===== src/rtl/reg_writeback_arbiter_pkg.sv =====
// Shared types and helpers for the register-file writeback arbiter.
package reg_writeback_arbiter_pkg;

  localparam int XLEN       = 64;
  localparam int REG_ADDR_W = 5;

  localparam logic [2:0] F3_LB  = 3'b000;
  localparam logic [2:0] F3_LH  = 3'b001;
  localparam logic [2:0] F3_LW  = 3'b010;
  localparam logic [2:0] F3_LD  = 3'b011;
  localparam logic [2:0] F3_LBU = 3'b100;
  localparam logic [2:0] F3_LHU = 3'b101;
  localparam logic [2:0] F3_LWU = 3'b110;

  typedef struct packed {
    logic [REG_ADDR_W-1:0] rd;
    logic [XLEN-1:0]       data;
  } wb_entry_t;

  // Byte-lane select followed by sign/zero extension; misaligned offsets
  // simply take whatever the shift leaves in the low bits.
  function automatic logic [XLEN-1:0] load_extend(input logic [2:0]      f3,
                                                  input logic [2:0]      off,
                                                  input logic [XLEN-1:0] raw);
    logic [XLEN-1:0] lane;
    logic [XLEN-1:0] res;
    lane = raw >> {off, 3'b000};
    case (f3)
      F3_LB:   res = {{56{lane[7]}}, lane[7:0]};
      F3_LH:   res = {{48{lane[15]}}, lane[15:0]};
      F3_LW:   res = {{32{lane[31]}}, lane[31:0]};
      F3_LD:   res = raw;
      F3_LBU:  res = {56'd0, lane[7:0]};
      F3_LHU:  res = {48'd0, lane[15:0]};
      F3_LWU:  res = {32'd0, lane[31:0]};
      default: res = '0;
    endcase
    return res;
  endfunction

endpackage


===== src/rtl/reg_writeback_arbiter_if.sv =====
// ALU / load / writeback bundle between the arbiter and its neighbours.
interface reg_writeback_arbiter_if
  import reg_writeback_arbiter_pkg::*;
  #(parameter int LQ_DEPTH = 4);

  localparam int CNT_W = $clog2(LQ_DEPTH) + 1;

  logic                  alu_valid;
  logic                  alu_ready;
  logic [REG_ADDR_W-1:0] alu_rd;
  logic [XLEN-1:0]       alu_data;
  logic                  mem_valid;
  logic                  mem_ready;
  logic [REG_ADDR_W-1:0] mem_rd;
  logic [2:0]            mem_funct3;
  logic [2:0]            mem_addr_lo;
  logic [XLEN-1:0]       mem_rdata;
  logic                  wb_reg_write;
  logic [REG_ADDR_W-1:0] wb_rd;
  logic [XLEN-1:0]       wb_data;
  logic [CNT_W-1:0]      lq_count;

  modport master (
    output alu_valid, alu_rd, alu_data,
    output mem_valid, mem_rd, mem_funct3, mem_addr_lo, mem_rdata,
    input  alu_ready, mem_ready, wb_reg_write, wb_rd, wb_data, lq_count
  );

  modport slave (
    input  alu_valid, alu_rd, alu_data,
    input  mem_valid, mem_rd, mem_funct3, mem_addr_lo, mem_rdata,
    output alu_ready, mem_ready, wb_reg_write, wb_rd, wb_data, lq_count
  );

endinterface


===== src/rtl/reg_writeback_arbiter_fifo.sv =====
// Synchronous load FIFO holding already-extended {rd, data} entries.
module reg_writeback_arbiter_fifo
  import reg_writeback_arbiter_pkg::*;
  #(parameter int DEPTH = 4,
    localparam int CNT_W = $clog2(DEPTH) + 1,
    localparam int PTR_W = $clog2(DEPTH))
  (input  logic             i_clk,
   input  logic             i_reset,
   input  logic             i_push,
   input  logic             i_pop,
   input  wb_entry_t        i_din,
   output wb_entry_t        o_dout,
   output logic             o_full,
   output logic             o_empty,
   output logic [CNT_W-1:0] o_count);

  wb_entry_t        r_mem [DEPTH];
  logic [PTR_W-1:0] r_wr_ptr;
  logic [PTR_W-1:0] r_rd_ptr;
  logic [CNT_W-1:0] r_count;
  logic             w_do_push;
  logic             w_do_pop;

  assign o_full    = (r_count == CNT_W'(DEPTH));
  assign o_empty   = (r_count == '0);
  assign o_count   = r_count;
  assign o_dout    = r_mem[r_rd_ptr];
  assign w_do_push = i_push & ~o_full;
  assign w_do_pop  = i_pop & ~o_empty;

  // Storage array; contents are don't-care while the count says empty.
  always_ff @(posedge i_clk) begin
    if (w_do_push && !i_reset) r_mem[r_wr_ptr] <= i_din;
  end

  // Pointers wrap naturally since DEPTH is a power of two.
  always_ff @(posedge i_clk) begin
    if (i_reset) begin
      r_wr_ptr <= '0;
      r_rd_ptr <= '0;
      r_count  <= '0;
    end else begin
      if (w_do_push) r_wr_ptr <= r_wr_ptr + 1'b1;
      if (w_do_pop)  r_rd_ptr <= r_rd_ptr + 1'b1;
      r_count <= r_count + CNT_W'(w_do_push) - CNT_W'(w_do_pop);
    end
  end

endmodule


===== src/rtl/reg_writeback_arbiter.sv =====
// Merges ALU results and extended load completions onto the single
// register-file write port, with a forced load drain after sustained ALU traffic.
module reg_writeback_arbiter
  import reg_writeback_arbiter_pkg::*;
  #(parameter int LQ_DEPTH     = 4,
    parameter int STARVE_LIMIT = 8)
  (input logic                     i_clk,
   input logic                     i_reset,
   reg_writeback_arbiter_if.slave  io_bus);

  localparam int CNT_W = $clog2(LQ_DEPTH) + 1;
  localparam int ST_W  = $clog2(STARVE_LIMIT + 1);

  wb_entry_t             w_push_entry;
  wb_entry_t             w_head;
  wb_entry_t             w_grant_entry;
  logic                  w_full;
  logic                  w_empty;
  logic [CNT_W-1:0]      w_count;
  logic                  w_force;
  logic                  w_alu_ready;
  logic                  w_alu_win;
  logic                  w_pop;
  logic                  w_push;
  logic                  w_grant;
  logic [ST_W-1:0]       r_starve;
  logic                  r_wb_we;
  logic [REG_ADDR_W-1:0] r_wb_rd;
  logic [XLEN-1:0]       r_wb_data;

  assign w_push_entry = '{rd:   io_bus.mem_rd,
                          data: load_extend(io_bus.mem_funct3, io_bus.mem_addr_lo, io_bus.mem_rdata)};

  assign w_force     = (r_starve == ST_W'(STARVE_LIMIT)) & ~w_empty;
  assign w_alu_ready = ~i_reset & ~w_force;
  assign w_alu_win   = io_bus.alu_valid & w_alu_ready;
  assign w_pop       = ~i_reset & ~w_alu_win & ~w_empty;
  assign w_push      = io_bus.mem_valid & io_bus.mem_ready;
  assign w_grant     = w_alu_win | w_pop;

  assign w_grant_entry = w_alu_win ? wb_entry_t'{rd: io_bus.alu_rd, data: io_bus.alu_data} : w_head;

  assign io_bus.alu_ready    = w_alu_ready;
  assign io_bus.mem_ready    = ~i_reset & ~w_full;
  assign io_bus.wb_reg_write = r_wb_we;
  assign io_bus.wb_rd        = r_wb_rd;
  assign io_bus.wb_data      = r_wb_data;
  assign io_bus.lq_count     = w_count;

  reg_writeback_arbiter_fifo #(.DEPTH(LQ_DEPTH)) u_lq (
    .i_clk   (i_clk),
    .i_reset (i_reset),
    .i_push  (w_push),
    .i_pop   (w_pop),
    .i_din   (w_push_entry),
    .o_dout  (w_head),
    .o_full  (w_full),
    .o_empty (w_empty),
    .o_count (w_count)
  );

  // Count ALU wins that bypass waiting loads; any drain or empty queue restarts it.
  always_ff @(posedge i_clk) begin
    if (i_reset) begin
      r_starve <= '0;
    end else if (w_pop || w_empty) begin
      r_starve <= '0;
    end else if (w_alu_win && (r_starve != ST_W'(STARVE_LIMIT))) begin
      r_starve <= r_starve + 1'b1;
    end
  end

  // Register the granted result; x0 targets are consumed without a write.
  always_ff @(posedge i_clk) begin
    if (i_reset) begin
      r_wb_we   <= 1'b0;
      r_wb_rd   <= '0;
      r_wb_data <= '0;
    end else begin
      r_wb_we <= w_grant && (w_grant_entry.rd != '0);
      if (w_grant && (w_grant_entry.rd != '0)) begin
        r_wb_rd   <= w_grant_entry.rd;
        r_wb_data <= w_grant_entry.data;
      end
    end
  end

endmodule


===== src/flat_wrapper.sv =====
// flat-port wrapper written by rule: the top's interface ports become plain ports
module reg_writeback_arbiter_flat import reg_writeback_arbiter_pkg::*;
#(parameter int LQ_DEPTH     = 4,
    parameter int STARVE_LIMIT = 8)
  (i_clk, i_reset, io_bus_alu_valid, io_bus_alu_rd, io_bus_alu_data, io_bus_mem_valid, io_bus_mem_rd, io_bus_mem_funct3, io_bus_mem_addr_lo, io_bus_mem_rdata, io_bus_alu_ready, io_bus_mem_ready, io_bus_wb_reg_write, io_bus_wb_rd, io_bus_wb_data, io_bus_lq_count);
  reg_writeback_arbiter_if #(.LQ_DEPTH(LQ_DEPTH)) io_bus_i ();
  input logic i_clk;
  input logic i_reset;
  input wire logic [$bits(io_bus_i.alu_valid)-1:0] io_bus_alu_valid;
  input wire logic [$bits(io_bus_i.alu_rd)-1:0] io_bus_alu_rd;
  input wire logic [$bits(io_bus_i.alu_data)-1:0] io_bus_alu_data;
  input wire logic [$bits(io_bus_i.mem_valid)-1:0] io_bus_mem_valid;
  input wire logic [$bits(io_bus_i.mem_rd)-1:0] io_bus_mem_rd;
  input wire logic [$bits(io_bus_i.mem_funct3)-1:0] io_bus_mem_funct3;
  input wire logic [$bits(io_bus_i.mem_addr_lo)-1:0] io_bus_mem_addr_lo;
  input wire logic [$bits(io_bus_i.mem_rdata)-1:0] io_bus_mem_rdata;
  output wire logic [$bits(io_bus_i.alu_ready)-1:0] io_bus_alu_ready;
  output wire logic [$bits(io_bus_i.mem_ready)-1:0] io_bus_mem_ready;
  output wire logic [$bits(io_bus_i.wb_reg_write)-1:0] io_bus_wb_reg_write;
  output wire logic [$bits(io_bus_i.wb_rd)-1:0] io_bus_wb_rd;
  output wire logic [$bits(io_bus_i.wb_data)-1:0] io_bus_wb_data;
  output wire logic [$bits(io_bus_i.lq_count)-1:0] io_bus_lq_count;
  assign io_bus_i.alu_valid = io_bus_alu_valid;
  assign io_bus_i.alu_rd = io_bus_alu_rd;
  assign io_bus_i.alu_data = io_bus_alu_data;
  assign io_bus_i.mem_valid = io_bus_mem_valid;
  assign io_bus_i.mem_rd = io_bus_mem_rd;
  assign io_bus_i.mem_funct3 = io_bus_mem_funct3;
  assign io_bus_i.mem_addr_lo = io_bus_mem_addr_lo;
  assign io_bus_i.mem_rdata = io_bus_mem_rdata;
  assign io_bus_alu_ready = io_bus_i.alu_ready;
  assign io_bus_mem_ready = io_bus_i.mem_ready;
  assign io_bus_wb_reg_write = io_bus_i.wb_reg_write;
  assign io_bus_wb_rd = io_bus_i.wb_rd;
  assign io_bus_wb_data = io_bus_i.wb_data;
  assign io_bus_lq_count = io_bus_i.lq_count;
  reg_writeback_arbiter #(.LQ_DEPTH(LQ_DEPTH), .STARVE_LIMIT(STARVE_LIMIT)) u_core (.i_clk(i_clk), .i_reset(i_reset), .io_bus(io_bus_i));
endmodule

===== config.mk =====
export PLATFORM = sky130hd
export DESIGN_NAME = reg_writeback_arbiter_flat
export DESIGN_NICKNAME = d
export VERILOG_FILES = /design/src/rtl/reg_writeback_arbiter_pkg.sv /design/src/rtl/reg_writeback_arbiter_if.sv /design/src/rtl/reg_writeback_arbiter_fifo.sv /design/src/rtl/reg_writeback_arbiter.sv /design/src/flat_wrapper.sv
export SDC_FILE = /design/constraint.sdc
export NUM_CORES = 1
export LEC_CHECK = 0
export CELL_PAD_IN_SITES_DETAIL_PLACEMENT = 0
export CELL_PAD_IN_SITES_GLOBAL_PLACEMENT = 1
export CORE_MARGIN = 2
export CORE_UTILIZATION = 50
export DETAILED_ROUTE_END_ITERATION = 8
export PLACE_DENSITY = 0.95
export SETUP_SLACK_MARGIN = 0.02
export SLEW_MARGIN = 20
export SYNTH_ARGS = -nofsm -noshare
export SYNTH_HDL_FRONTEND = slang
export SYNTH_SLANG_ARGS = --single-unit

===== constraint.sdc =====
create_clock -name i_clk -period 7.5 [get_ports i_clk]
set_input_delay 1.5 -clock i_clk [delete_from_list [all_inputs] [get_ports i_clk]]
set_output_delay 1.5 -clock i_clk [all_outputs]
set_load 0.01 [all_outputs]

==> results of run 1 <==
-- layout make-up --
class | instances | area [um^2]
Antenna cell | 3 | 7.51
Clock buffer | 55 | 1130
Clock inverter | 13 | 66.3
Fill cell | 2362 | 12300
Inverter | 16 | 60.1
Multi-Input combinational cell | 606 | 5860
Sequential cell | 359 | 9950
Tap cell | 442 | 553
Timing Repair Buffer | 239 | 2340
-- cells by family (layout without fill, tap and decap cells) --
family	after synthesis	after routing	share of synthesized area
buffers and inverters	92	323	0.0308
xor gates and xnor gates	6	6	0.00323
and+or+nand+nor	189	189	0.0611
adders and majority gates	9	9	0.00738
AOI/OAI and AO/OA	134	134	0.0534
muxes	268	268	0.233
DFF	359	359	0.612
other	0	3	0
-- worst max path at each step --
stage / start / endpoint / depth (start not counted)
finish: i_reset / io_bus_mem_ready / 4
global route: i_reset / io_bus_mem_ready / 4
CTS: i_reset / io_bus_mem_ready / 4
detailed placement: i_reset / u_core.io_bus.wb_data[46] / 9
global placement: i_reset / u_core.io_bus.wb_data[38] / 9
floorplan: i_reset / u_core.u_lq.r_mem[0][0] / 3
-- tightest hold or removal path, cell delays in order (launching register included) --
cell,delay [ns]
dfxtp_1,0.30
nand2b_1,0.06
mux2i_1,0.06
-- registers in the layout, indices dropped and copies added, names as in the netlist, named ones only --
signal	flops
u_core.u_lq.r_mem	276
u_core.io_bus.wb_data	64
u_core.io_bus.wb_rd	5
u_core.r_starve	4
u_core.u_lq.o_count	3
u_core.u_lq.r_rd_ptr	2
u_core.u_lq.r_wr_ptr	2
u_core.io_bus.wb_reg_write	1
-- power by group through the flow --
stage	Sequential [mW]	Clock, mW	Combinational [mW]
final	2.49	1.78	1.18
after global routing	2.51	1.88	1.26
after CTS	2.49	1.80	1.18
after detailed placement	2.53	0	1.17
after global placement	2.53	0	1.15
after floorplan	2.54	0	0.666
-- cell usage in the layout, fill, tap and decap left out, types with 14 or more instances in the layout --
cell type	count
clkdlybuf4s50_1	220
nor2_1	28
mux2i_1	173
mux4_2	86
nor3_1	15
edfxtp_1	276
inv_1	14
a221o_1	16
a21oi_1	63
nand2b_1	74
buf_4	17
dfxtp_1	81
nand2_1	44
clkbuf_16	40
-- metal layers --
metal | vias up | GRT usage | part of all wire
met5 | - | 0 | 0
met4 | 0 | 0.0832 | 0.030
met3 | 64 | 0.0468 | 0.084
met2 | 499 | 0.382 | 0.48
met1 | 5082 | 0.328 | 0.41
li1 | 4501 | - | -
==> metrics, run 1 <==
status completed; layout cells sized above 1 0.137; Hold Buf Count CTS 0; clock power share 0.327; final hold vios 0; Hold Slack 0.471 ns; final clock skew 0.0204 ns; Routed Antenna Nets 0; part of the power in combinational logic 0.216; # clock sinks 359; FF-to-FF setup slack 4.13 ns; area share of the largest cell type after synthesis 0.509; Setup crit end kind output pin; first-pass GRT wire length 60.5 mm; Post-CTS Setup Bufs 0; max-cap violation count 0; WL/cell 23.6 um; slowest library cell on the worst path clkdlybuf4s50_1; Syn Area/Cell 15.4 um^2; Switching Share 0.260; DR vias 10146; # resized after CTS 0; post-synthesis instance area 16300 um^2; asr flop ratio synth 0; minimum period implied by the final worst setup slack 4.66 ns; Worst EP required 6.00 ns; Seq cells post-synth 359; core area 32300 um^2; fin crit share 0.621; Yosys warning total 0; CP top delay family buffers and inverters; CP arrival 3.16 ns; Psw 1.41 mW; # rows 66; Cells after DPL 1662; drt pass-1 iters 5; Worst Setup Path Type in2out; Clock Tree Buf Depth 3; clock latency reported for the late side of the worst-skew pair 0.52 ns; VDD IR max 154 uV; min-delay src u_core.io_bus.wb_data[30]; measured slew at the worst slew-check pin 1.06 ns; EDFF count, synth 276; top post-synthesis cells by area edfxtp_1, mux4_2, mux2i_1; Die Area 34000 um^2; cell count after synthesis 1057; Hold EP u_core.io_bus.wb_data[30]; placed instance area 18800 um^2; WP buf/inv 3; PortBufs 222; CP peak stage delay 0.64 ns; max-slew violations 0; Final HPWL DP 26.8 mm; Rel. slew slack 0.290; initial antenna violation count 3; final design utilization 0.618; I/O pin total 223; H-tree depth reported by CTS 2; DRC 0; RSZ-0062 raised after global routing no; CP Launch Type input pin; Leak Pwr 7.07 nW; number of global-route vias before repair 10186; cells along the critical path buf_2, buf_4, a21oi_1, clkdlybuf4s50_1; Max Freq 215 MHz; CTS tree done; syn nets 1214; critical path peak fanout 83; Total Power 5.45 mW; Clock Pin Slew Worst Setup and Hold Paths 0.05 ns; commonest cells in the netlist edfxtp_1, mux2i_1, mux4_2; launching point of the worst reg2reg path u_core.r_starve[0]; Vias/cell 5.85; Remaining Overflow, GRT 0; hold path depth 2; Initial DRC Count 925; Final nets 1416; Flop pwr share 0.457; GPL Wtd Cong 0.920; Setup TNS Final 0 ns; endpoints failing setup 0; cell area after layout 20000 um^2; Hold/Removal Path Class reg2reg; largest net degree at the start of global routing 84; DP Worst Slack 2.63 ns; Synth Flop Type edfxtp_1; final WL 40.9 mm; GRT Total Usage 0.239; Die Height 184 um; r2r endpoint u_core.io_bus.wb_data[49]; synthesis-to-layout area growth 22.8%; Yosys top cell by area edfxtp_1; Die X 184 um; final worst slack 2.84 ns; CTS buffer count 37; Internal Power 4.03 mW; Non-Filler Instances 1733; PwrDens 273 nW/um^2; reg2reg path depth 9; post-synthesis sequential area ratio 0.612; initial core utilization 0.504; most instantiated library cell after synthesis edfxtp_1; root buffer cell clkbuf_16; Synth cell types 51
Note: power is estimated with default switching activity, not from simulation.
==> inputs of run 2 (changes only) <==
Settings changed: CORE_UTILIZATION 50 to 42, PLACE_DENSITY 0.95 to 0.89.
Clock period 7.5 ns to 4.2 ns, I/O delays scaled along.
==> metrics, run 2 (synthesized netlist as in run 1, its figures left out) <==
part of the power in combinational logic 0.217 (was 0.216); minimum period implied by the final worst setup slack 3.22 ns; CP arrival 2.38 ns (was 3.16 ns); number of global-route vias before repair 10439 (was 10186); reg2reg path depth 8 (was 9); final clock skew 0.0154 ns (was 0.0204 ns); Psw 2.60 mW (was 1.41 mW); Hold Slack 0.471 ns (about the same); root buffer cell clkbuf_16 (unchanged); Max Freq 310 MHz; r2r endpoint u_core.io_bus.wb_data[4] (was u_core.io_bus.wb_data[49]); CTS tree done (unchanged); Vias/cell 5.56 (was 5.85); # fillers 3148 (was 2362); Routed Antenna Nets 0 (unchanged); final WL 42.1 mm (was 40.9 mm); first-pass GRT wire length 63.4 mm (was 60.5 mm); clock power share 0.339 (was 0.327); FF-to-FF setup slack 1.40 ns (was 4.13 ns); Die Height 201 um (was 184 um); Flop pwr share 0.444 (was 0.457); # rows 72 (was 66); crit path to io_bus_alu_ready (was io_bus_mem_ready); critical path peak fanout 5 (was 83); Hold Buf Count CTS 0 (unchanged); final worst slack 0.977 ns (was 2.84 ns); Most flops, register u_core.u_lq.r_mem (unchanged); VDD IR max 231 uV (was 154 uV); PwrDens 490 nW/um^2 (was 273 nW/um^2); Hold/Removal Path Class reg2reg (unchanged); endpoints failing setup 0 (unchanged); Post-CTS Setup Bufs 0 (unchanged); H-tree depth reported by CTS 2 (unchanged); final hold vios 0 (unchanged); DR vias 10164 (was 10146); Remaining Overflow, GRT 0 (unchanged); largest net degree at the start of global routing 65 (was 84); CTS buffer count 39 (was 37); Die X 201 um (was 184 um); measured slew at the worst slew-check pin 0.968 ns (was 1.06 ns); Internal Power 7.37 mW (was 4.03 mW); status completed (unchanged); Clock Tree Buf Depth 3 (unchanged); Final HPWL DP 29.0 mm (was 26.8 mm); Rel. slew slack 0.355 (was 0.290); Setup crit end kind output pin (unchanged); Largest register FFs 276 (unchanged); Worst EP required 3.36 ns (was 6.00 ns); PortBufs 222 (unchanged); clock latency reported for the late side of the worst-skew pair 0.53 ns (was 0.52 ns); max-slew violations 0 (unchanged); leading cell type in the layout, fill and taps excluded edfxtp_1 (unchanged); drt pass-1 iters 5 (unchanged); Total Power 9.97 mW (was 5.45 mW); CP Launch Type flip-flop (was input pin); Worst Setup SP u_core.r_starve[0] (was i_reset); Final nets 1431 (was 1416); Die Area 40300 um^2 (was 34000 um^2); WL/cell 23.1 um (was 23.6 um); initial core utilization 0.423 (was 0.504); Clock Pin Slew Worst Setup and Hold Paths 0.06 ns (was 0.05 ns); Switching Share 0.261 (was 0.260); layout cells sized above 1 0.149 (was 0.137); GRT Total Usage 0.208 (was 0.239); launching point of the worst reg2reg path u_core.r_starve[0] (unchanged); max-cap violation count 0 (unchanged); initial antenna violation count 6 (was 3); GPL Wtd Cong 0.887 (was 0.920); Initial DRC Count 814 (was 925); core area 38500 um^2 (was 32300 um^2); DRC 0 (unchanged); DP Worst Slack 0.640 ns (was 2.63 ns); # resized after CTS 0 (unchanged); synthesis-to-layout area growth 24.9% (was 22.8%); RSZ-0062 raised after global routing no (unchanged); Setup TNS Final 0 ns (unchanged); Leak Pwr 7.20 nW (was 7.07 nW); fin crit share 0.767; # clock sinks 359 (unchanged); I/O pin total 223 (unchanged); Worst Setup Path Type reg2out (was in2out); commonest non-fill, non-tap cells in the layout edfxtp_1, clkdlybuf4s50_1, mux2i_1, mux4_2, dfxtp_1 (unchanged)
==> run 2: cell count changes in the layout (fill, tap and decap cells not counted), moves of 3 or more <==
cell and delta:
buf_12 +6, and3_4 -4, clkbuf_16 +4, clkbuf_8 -5, clkinv_4 +3, clkinv_2 -3
buf_4 +7, and3_2 +4
==> run 2: final cells by class <==
type,instances,area (um^2),share of cell area
multi-input combinational,606,5850,0.288
clock inverter,17,128,0.00628
antenna,5,12.5,0.000616
inverter,16,60.1,0.00296
tap,518,648,0.0319
clock buffer,54,1160,0.0571
timing repair buffer,252,2510,0.124
sequential,359,9950,0.490
==> run 2: layer usage <==
| metal | track usage | part of all wire | up-vias |
|---|---|---|---|
| met3 | 0.0407 | 0.063 | 62 |
| li1 | - | - | 4551 |
| met1 | 0.281 | 0.43 | 5141 |
| met2 | 0.336 | 0.48 | 408 |
| met5 | 0 | 0.00031 | - |
| met4 | 0.0796 | 0.030 | 2 |
==> run 2: per-stage QoR <==
stage          utilization  area [um^2]  instances
6_report             0.528        20300       1827
5_1_grt              0.528        20300       1827
4_1_cts              0.528        20300       1822
3_5_place_dp         0.494        19000       1751
3_3_place_gp         0.494        19000       1751
2_1_floorplan            -        16300       1057
==> run 2: how the worst min path moves through the flow <==
stage               cells past startpoint                      start  slack (ns)                         to
detailed placement                      2  u_core.io_bus.wb_data[18]        0.46  u_core.io_bus.wb_data[18]
CTS                                     2  u_core.io_bus.wb_data[61]        0.47  u_core.io_bus.wb_data[61]
global route                            2  u_core.io_bus.wb_data[28]        0.48  u_core.io_bus.wb_data[28]
floorplan                               1         u_core.r_starve[0]        0.45         u_core.r_starve[0]
finish                                  2   u_core.io_bus.wb_data[2]        0.47   u_core.io_bus.wb_data[2]
global placement                        2  u_core.io_bus.wb_data[57]        0.46  u_core.io_bus.wb_data[57]
==> run 2: worst max-delay path: stages (launching register included) <==
cell and delay (ns):
dfxtp_1 0.38, inv_1 0.06, ha_1 0.21, and3b_1 0.25, a21oi_1 0.35, clkdlybuf4s50_1 0.61
==> run 2: power by group through the flow <==
stage          logic, mW  clock network, mW  registers, mW
4_1_cts             2.19               3.45           4.43
6_report            2.16               3.38           4.43
3_5_place_dp        2.18                  0           4.50
5_1_grt             2.32               3.59           4.47
2_1_floorplan       1.19                  0           4.54
3_3_place_gp        2.14                  0           4.49
==> inputs of run 3 (changes only) <==
Settings changed: CORE_UTILIZATION 42 to 46, PLACE_DENSITY 0.89 to 0.92.
Clock period 4.2 ns to 3.3 ns, I/O delays scaled along.
==> metrics, run 3 (synthesized netlist as in run 1, its figures left out) <==
Most flops, register u_core.u_lq.r_mem (unchanged); M3 GR Usage 0.0429 (was 0.0407); register area 9950 um^2 (unchanged); I/O pin total 223 (unchanged); met1 Use GR 0.309 (was 0.281); fin crit share 0.918; RSZ-0062 raised after global routing no (unchanged); DRC 0 (unchanged); # clock sinks 359 (unchanged); CTS buffer count 38 (was 39); reg2reg path depth 11 (was 8); crit path to io_bus_alu_ready (unchanged); Hold Slack 0.451 ns (was 0.471 ns); Max Freq 330 MHz; number of global-route vias before repair 10510 (was 10439); leading cell type in the layout, fill and taps excluded edfxtp_1 (unchanged); Die X 192 um (was 201 um); max-slew violations 0 (unchanged); synthesis-to-layout area growth 24.4% (was 24.9%); Vias/cell 5.82 (was 5.56); max-cap violation count 0 (unchanged); commonest non-fill, non-tap cells in the layout edfxtp_1, clkdlybuf4s50_1, mux2i_1, mux4_2, dfxtp_1 (unchanged); clock latency reported for the late side of the worst-skew pair 0.52 ns (was 0.53 ns); Initial DRC Count 941 (was 814); PwrDens 611 nW/um^2 (was 490 nW/um^2); drt pass-1 iters 5 (unchanged); # rows 68 (was 72); core area 34700 um^2 (was 38500 um^2); CTS tree done (unchanged); final hold vios 0 (unchanged); Remaining Overflow, GRT 0 (unchanged); VDD IR max 356 uV (was 231 uV); Worst Setup Path Type reg2out (unchanged); Setup TNS Final 0 ns (unchanged); status completed (unchanged); Final HPWL DP 28.0 mm (was 29.0 mm); measured slew at the worst slew-check pin 0.816 ns (was 0.968 ns); largest net degree at the start of global routing 75 (was 65); r2r endpoint u_core.u_lq.o_count[2] (was u_core.io_bus.wb_data[4]); layout cells sized above 1 0.151 (was 0.149); PortBufs 222 (unchanged); Leak Pwr 7.21 nW (was 7.20 nW); Hold/Removal Path Class in2reg (was reg2reg); Worst Setup SP u_core.r_starve[0] (unchanged); GRT met2 Usage 0.362 (was 0.336); GPL Wtd Cong 0.874 (was 0.887); Die Height 192 um (was 201 um); Clock Pin Slew Worst Setup and Hold Paths 0.06 ns (about the same); Total Power 12.4 mW (was 9.97 mW); launching point of the worst reg2reg path u_core.u_lq.o_count[1] (was u_core.r_starve[0]); WL/cell 23.5 um (was 23.1 um); multi-input gate area in the final layout 5850 um^2 (unchanged); FF-to-FF setup slack 0.64 ns (was 1.40 ns); DR vias 10327 (was 10164); GRT Total Usage 0.226 (was 0.208); critical path peak fanout 5 (unchanged); grt peak-use layer met2 (unchanged); endpoints failing setup 0 (unchanged); minimum period implied by the final worst setup slack 3.03 ns; Rel. slew slack 0.456 (was 0.355); hold path depth 2 (unchanged); final clock skew 0.0127 ns (was 0.0154 ns); initial core utilization 0.469 (was 0.423); root buffer cell clkbuf_16 (unchanged); H-tree depth reported by CTS 2 (unchanged); Hold Buf Count CTS 0 (unchanged); Largest register FFs 276 (unchanged); Post-CTS Setup Bufs 0 (unchanged); CP Launch Type flip-flop (unchanged); # resized after CTS 0 (unchanged); Worst EP required 2.64 ns (was 3.36 ns); Final nets 1444 (was 1431); initial antenna violation count 2 (was 6); first-pass GRT wire length 62.0 mm (was 63.4 mm); Setup crit end kind output pin (unchanged); Die Area 36900 um^2 (was 40300 um^2); min-delay src i_reset (was u_core.io_bus.wb_data[2]); # fillers 2644 (was 3148); final WL 41.6 mm (was 42.1 mm); Routed Antenna Nets 0 (unchanged); Clock Tree Buf Depth 3 (unchanged); CP arrival 2.37 ns (was 2.38 ns)
## run 3: cell count changes in the layout (fill, tap and decap cells not counted), moves of 2 or more
cell | before | now
buf_4 | 24 | 35
clkbuf_1 | 6 | 14
clkbuf_16 | 44 | 39
clkinv_4 | 4 | 0
buf_12 | 6 | 9
clkinv_2 | 3 | 6
diode_2 | 5 | 2
clkbuf_2 | 2 | 0
clkbuf_8 | 2 | 4
## run 3: power breakdown
part,switching [mW],total [mW],internal (mW)
registers,0.212,5.60,5.39
logic,1.35,2.84,1.48
clock network,1.66,3.93,2.27
## run 3: metrics by stage
stage | setup WS [ns] | instances | area (um^2) | utilization
after floorplan | 0.488 | 1057 | 16300 | -
final | 0.270 | 1773 | 20200 | 0.583
after detailed placement | 0.246 | 1702 | 19100 | 0.550
after global routing | 0.210 | 1773 | 20200 | 0.583
after CTS | 0.270 | 1771 | 20200 | 0.583
after global placement | 0.272 | 1702 | 19100 | 0.550
## run 3: metal layers
layer | up-vias | wire length, um | share of wire
met5 | - | 0 | 0
met4 | 0 | 1300 | 0.031
met3 | 82 | 3170 | 0.076
met2 | 489 | 19800 | 0.48
met1 | 5193 | 17400 | 0.42
li1 | 4563 | - | -
## run 3: worst min path at each step
stage / end / slack [ns]
after global routing: u_core.io_bus.wb_rd[0] / 0.46
after floorplan: u_core.r_starve[0] / 0.45
after global placement: u_core.io_bus.wb_data[39] / 0.46
final: u_core.io_bus.wb_rd[0] / 0.45
after CTS: u_core.io_bus.wb_rd[0] / 0.43
after detailed placement: u_core.io_bus.wb_data[3] / 0.46
## run 3: final cells by class
type | count | share of cell area
Sequential cell | 359 | 0.492
Multi-Input combinational cell | 606 | 0.289
Timing Repair Buffer | 266 | 0.131
Clock buffer | 57 | 0.0536
Tap cell | 455 | 0.0281
Inverter | 16 | 0.00297
Clock inverter | 12 | 0.00284
Antenna cell | 2 | 0.000247
## run 3: critical path, cell delays in order (launching register included)
cell	delay, ns
dfxtp_1	0.38
inv_1	0.06
ha_1	0.20
and3b_1	0.25
a21oi_1	0.36
clkdlybuf4s50_1	0.61
